File: src/rtl/apresentador_indices.sv
// apresentador_indices: shows up to four captured 2-bit indices as one-hot LED pulses,
// each lit for T_ACESO cycles and followed by a T_APAGADO dark gap.
`default_nettype none

module apresentador_indices #(
  parameter int T_ACESO   = 25000000,
  parameter int T_APAGADO = 12500000,
  parameter int N_PASSOS  = 4
) (
  input  logic       clock,
  input  logic       reset,
  input  logic       iniciar,
  input  logic [7:0] indices,
  output logic [3:0] leds,
  output logic       ocupado,
  output logic       pronto,
  output logic [3:0] db_estado,
  output logic [1:0] db_passo
);

  localparam int T_MAX = (T_ACESO > T_APAGADO) ? T_ACESO : T_APAGADO;
  localparam int TW    = (T_MAX > 1) ? $clog2(T_MAX) : 1;

  localparam logic [TW-1:0] ULT_ACESO   = TW'(T_ACESO - 1);
  localparam logic [TW-1:0] ULT_APAGADO = TW'(T_APAGADO - 1);
  localparam logic [1:0]    ULT_PASSO   = 2'(N_PASSOS - 1);

  typedef enum logic [1:0] {
    INICIAL = 2'd0,
    ACESO   = 2'd1,
    APAGADO = 2'd2,
    FIM     = 2'd3
  } estado_t;

  estado_t       estado_q, estado_d;
  logic [TW-1:0] timer_q, timer_d;
  logic [1:0]    passo_q, passo_d;
  logic [7:0]    captura_q, captura_d;
  logic [3:0]    leds_q, leds_d;

  always_ff @(posedge clock or posedge reset) begin
    if (reset) begin
      estado_q  <= INICIAL;
      timer_q   <= '0;
      passo_q   <= '0;
      captura_q <= '0;
      leds_q    <= '0;
    end else begin
      estado_q  <= estado_d;
      timer_q   <= timer_d;
      passo_q   <= passo_d;
      captura_q <= captura_d;
      leds_q    <= leds_d;
    end
  end

  always_comb begin
    estado_d  = estado_q;
    timer_d   = timer_q;
    passo_d   = passo_q;
    captura_d = captura_q;
    case (estado_q)
      INICIAL: begin
        if (iniciar) begin
          captura_d = indices;
          passo_d   = '0;
          timer_d   = '0;
          estado_d  = ACESO;
        end
      end
      ACESO: begin
        if (timer_q == ULT_ACESO) begin
          timer_d  = '0;
          estado_d = APAGADO;
        end else begin
          timer_d = timer_q + 1'b1;
        end
      end
      APAGADO: begin
        if (timer_q == ULT_APAGADO) begin
          timer_d = '0;
          if (passo_q == ULT_PASSO) begin
            estado_d = FIM;
          end else begin
            passo_d  = passo_q + 1'b1;
            estado_d = ACESO;
          end
        end else begin
          timer_d = timer_q + 1'b1;
        end
      end
      FIM:     estado_d = INICIAL;
      default: estado_d = INICIAL;
    endcase
  end

  // LED register is loaded from next-state values so it lines up with the state register.
  always_comb begin
    leds_d = '0;
    if (estado_d == ACESO) begin
      leds_d = 4'b0001 << captura_d[{passo_d, 1'b0} +: 2];
    end
  end

  assign leds      = leds_q;
  assign ocupado   = (estado_q == ACESO) || (estado_q == APAGADO);
  assign pronto    = (estado_q == FIM);
  assign db_estado = {2'b00, estado_q};
  assign db_passo  = passo_q;

endmodule

`default_nettype wire

File: config.mk
export PLATFORM = sky130hd
export DESIGN_NAME = apresentador_indices
export DESIGN_NICKNAME = d
export VERILOG_FILES = /design/src/rtl/apresentador_indices.sv
export SDC_FILE = /design/constraint.sdc
export NUM_CORES = 1
export LEC_CHECK = 0
export CORE_MARGIN = 4
export CORE_UTILIZATION = 59
export DETAILED_ROUTE_END_ITERATION = 7
export GPL_TIMING_DRIVEN = 1
export PLACE_DENSITY = 0.8
export SYNTH_ARGS = -nofsm -noshare
export SYNTH_HDL_FRONTEND = slang
export SYNTH_SLANG_ARGS = --single-unit
File: constraint.sdc
create_clock -name clock -period 3.1 [get_ports clock]
set_input_delay 0.62 -clock clock [delete_from_list [all_inputs] [get_ports clock]]
set_output_delay 0.62 -clock clock [all_outputs]
set_load 0.01 [all_outputs]
==> summary.txt, run 1 <==
PLACE
--------------------------------------------------------------------------------------------------
HPWL after DPL                                                                             5457 µm
Weighted congestion reported at the end of routability-driven placement                     0.9678
Port bufs                                                                                       20

CLOCK TREE
--------------------------------------------------------------------------------------------------
Quantity of gates resized following cts                                                          0
Total number of H-tree levels                                                                    2
Cell at the root of the clock tree                                                    sky130_fd_sc_hd__clkbuf_8
CTS tree                                                                                      done
Clock Latency Late Sink                                                                    0.31 ns
Sink count of the clock tree                                                                    41
TritonCTS buffer count                                                                           5
Maximum count of clock buffers along a single path                                               2
Number of buffers inserted by post-CTS setup repair                                              0
Clock transition time at the flip-flop clock pins of the worst setup and hold paths        0.09 ns
Hold buffers post-CTS                                                                            0

LAYOUT
--------------------------------------------------------------------------------------------------
Number of antenna repair diodes                                                                  0
Ratio of cells with drive above 1 in the final layout                                       9.536%
Fraction of the core area covered by cells at the end of the flow                           70.16%
Final nets                                                                                     403
Total of fill cells in the finished design                                                     423
Signed area change from the synthesized netlist to the final layout                         12.64%

GRT
--------------------------------------------------------------------------------------------------
Final global-route overflow total                                                                0
Largest net degree at the start of global routing                                               42
Via count of the first global-routing pass                                                    2651
First-pass GRT wire length                                                                12890 µm
Antenna violations before repair                                                                 0
All-layer global routing usage                                                              25.52%

TIMING
--------------------------------------------------------------------------------------------------
Final clock skew                                                                        0.01541 ns
Least-Margin Pin Slew                                                                    0.6400 ns
Setup Viol. Count Final                                                                          0
Minimum clock period after layout                                                         2.826 ns
Setup tns final                                                                               0 ns
Total count of max-transition violations in the final report                                     0
Tightest slew margin relative to the limit                                                  57.01%
Number of failing hold endpoints at the final stage                                              0
Share of the clock period used by the worst path                                            91.17%
Setup repair after global routing missed its margin                                          false
Fmax                                                                                    0.3538 GHz

JOB
--------------------------------------------------------------------------------------------------
Maximum Capacitance Violations                                                                   0

DRT
--------------------------------------------------------------------------------------------------
Post-route antenna net violation count                                                           0
Routed wirelength normalized by instance count                                            16.62 µm
DR DRC count                                                                                     0
Total vias in the final route                                                                 2955
Drt first-iter violations                                                                      395
Aggregate routed wire length                                                               7561 µm
Average via count per standard cell                                                          6.495
1st-pass router iterations                                                                       5

YOSYS
--------------------------------------------------------------------------------------------------
Top flip-flop cell by instance count after synthesis                                  sky130_fd_sc_hd__dfrtp_1
Count of mapped cells out of synthesis                                                         368
Number of enable flip-flop cells after synthesis                                                 0
Area of the mapped netlist                                                                3000 µm²
Post-synth ARST share                                                                       100.0%
Average cell area after synthesis                                                        8.153 µm²
Synthesis warning total                                                                          0
Flop and latch count out of synthesis                                                           41
Sequential element share of the synthesized area                                            34.20%
Post-synth cell types                                                                           55

CRITICAL PATH
--------------------------------------------------------------------------------------------------
Element type at the critical path end                                                    flip-flop
Maximum fanout count along the critical path                                                    16
Type of the worst setup path                                                          flip-flop to flip-flop
Worst Path Arrival                                                                         3.04 ns
Startpoint Class                                                                         flip-flop
Worst endpoint required time                                                               3.31 ns

FLOORPLANNING
--------------------------------------------------------------------------------------------------
Std-Cell Core Area                                                                        4817 µm²
Die Wd                                                                                    79.31 µm
Initial Util                                                                                62.29%
Count of boundary I/O pins                                                                      23
DIE AREA                                                                                  6290 µm²
Die height                                                                                79.31 µm
Number of cell rows                                                                             25

POWER AND IR DROP
--------------------------------------------------------------------------------------------------
P per Cell Area                                                                       596.4 nW/µm²
Static Leakage                                                                         0.001374 µW
Peak supply drop                                                                         0.3890 mV
Pwr Total                                                                                  2015 µW

HOLD PATH
--------------------------------------------------------------------------------------------------
Tightest Hold Check Type                                                              flip-flop to flip-flop

RUN STATUS
--------------------------------------------------------------------------------------------------
Result of the run                                                                        completed

==> state kept, by name, indices dropped and copies added, names as in the netlist <==
register	flops
leds	4
captura_q	8
db_passo	2
estado_q	2
timer_q	25
==> cells in the mapped netlist (3+ instances only) <==
library cell,n,area (µm²)
sky130_fd_sc_hd__ha_1,5,62.56
sky130_fd_sc_hd__nor3_1,8,40.04
sky130_fd_sc_hd__nand4_1,12,75.07
sky130_fd_sc_hd__clkbuf_1,15,56.30
sky130_fd_sc_hd__mux2i_1,5,50.05
sky130_fd_sc_hd__nand2_1,47,176.4
sky130_fd_sc_hd__nand3_1,13,65.06
sky130_fd_sc_hd__nand2b_1,10,62.56
sky130_fd_sc_hd__a211o_1,5,43.79
sky130_fd_sc_hd__buf_4,3,22.52
sky130_fd_sc_hd__mux2_2,5,56.30
sky130_fd_sc_hd__nor4_1,7,43.79
sky130_fd_sc_hd__a311oi_1,3,26.28
sky130_fd_sc_hd__and2_1,5,31.28
sky130_fd_sc_hd__nand4b_1,9,78.83
sky130_fd_sc_hd__o211ai_1,8,60.06
sky130_fd_sc_hd__inv_1,14,52.55
sky130_fd_sc_hd__nor2_1,32,120.1
sky130_fd_sc_hd__o31ai_1,4,30.03
sky130_fd_sc_hd__o21ai_0,20,100.1
sky130_fd_sc_hd__a21oi_1,14,70.07
sky130_fd_sc_hd__and3_1,6,37.54
sky130_fd_sc_hd__a22o_1,11,96.34
sky130_fd_sc_hd__dfrtp_1,41,1026
sky130_fd_sc_hd__or4_1,6,45.04
sky130_fd_sc_hd__a21o_1,10,75.07
sky130_fd_sc_hd__o221ai_1,5,43.79
sky130_fd_sc_hd__nor4bb_1,3,30.03
sky130_fd_sc_hd__a211oi_1,10,75.07
==> kinds of logic after synthesis <==
family,synth area share (%)
flops,34.20
other cells,0.1250
fa+ha+maj,2.085
mux,3.545
compound gates,23.23
xor+xnor,0.8759
buf+inv,5.713
simple gates,30.23
==> cell usage in the layout, fill, tap and decap left out, types with 9 or more instances in the layout <==
cell type,n
sky130_fd_sc_hd__a21oi_1,13
sky130_fd_sc_hd__a21o_1,10
sky130_fd_sc_hd__clkdlybuf4s50_1,20
sky130_fd_sc_hd__buf_4,15
sky130_fd_sc_hd__nand2_1,47
sky130_fd_sc_hd__nand2b_1,10
sky130_fd_sc_hd__o21ai_0,20
sky130_fd_sc_hd__dfrtp_1,41
sky130_fd_sc_hd__nand4b_1,9
sky130_fd_sc_hd__nand4_1,12
sky130_fd_sc_hd__nand3_1,13
sky130_fd_sc_hd__a22o_1,11
sky130_fd_sc_hd__nor2_1,32
sky130_fd_sc_hd__inv_1,14
sky130_fd_sc_hd__a211oi_1,10
==> worst paths after layout <==
check                                        from                       to  slack, ns  depth (start not counted)
setup / recovery            estado_q[1]$_DFF_PP0_        leds[0]$_DFF_PP0_       0.27                          9
hold / removal             timer_q[1]$_DFFE_PP0P_   timer_q[1]$_DFFE_PP0P_       0.51                          2
setup reg to reg            estado_q[1]$_DFF_PP0_        leds[0]$_DFF_PP0_       0.27                          9
hold reg to reg            timer_q[1]$_DFFE_PP0P_   timer_q[1]$_DFFE_PP0P_       0.51                          2
max in group asynchronous                   reset    estado_q[0]$_DFF_PP0_       2.00                          3
min in group asynchronous                   reset  timer_q[11]$_DFFE_PP0P_       0.73                          3
==> layer usage <==
metal | part of all wire, % | GRT usage (%)
met5 | 0 | 0
met4 | 1.3 | 6.873
met1 | 47 | 38.07
met3 | 7.4 | 4.195
met2 | 44 | 38.22
==> where the power goes <==
part | internal (µW) | switching [µW]
clock | 162 | 203
sequential | 612 | 91.8
combinational | 379 | 567
==> area by class of cell <==
class	count	area, µm²	area share, %
Sequential cell	41	1026	30.36
Tap cell	67	83.83	2.481
Clock buffer	5	68.82	2.036
Multi-Input combinational cell	290	1810	53.57
Clock inverter	3	25.02	0.7405
Inverter	14	52.55	1.555
Timing Repair Buffer	35	312.8	9.256
==> metrics by stage <==
step                      setup WS, ns  area [µm²]  cells  hold WS [ns]
after floorplan                 0.4680        3004    369        0.4673
after global placement          0.2266        3286    447        0.4825
after detailed placement       0.07444        3286    447        0.4918
after CTS                       0.3705        3379    455        0.5131
after global routing            0.1041        3379    455        0.5920
final                           0.2736        3379    455        0.5083
==> worst max-delay path, stage by stage, from the launching register on <==
cell                       delay [ns]
sky130_fd_sc_hd__dfrtp_1         0.44
sky130_fd_sc_hd__inv_1           0.15
sky130_fd_sc_hd__ha_1            0.26
sky130_fd_sc_hd__buf_4           0.24
sky130_fd_sc_hd__nand2_1         0.31
sky130_fd_sc_hd__o31ai_1         0.48
sky130_fd_sc_hd__a211oi_1        0.10
sky130_fd_sc_hd__a211o_1         0.30
sky130_fd_sc_hd__a211o_1         0.27
sky130_fd_sc_hd__a21oi_1         0.19
Power figures use the tool's default switching activity.
==> run 2: changes to the inputs <==
--- a/config.mk
+++ b/config.mk
@@ -8,7 +8,6 @@
 export CORE_MARGIN = 4
 export CORE_UTILIZATION = 59
 export DETAILED_ROUTE_END_ITERATION = 7
-export GPL_TIMING_DRIVEN = 1
 export PLACE_DENSITY = 0.8
 export SYNTH_ARGS = -nofsm -noshare
 export SYNTH_HDL_FRONTEND = slang
==> results of run 2 <==
No change in the layout: final DEF, timing and power equal those of run 1.
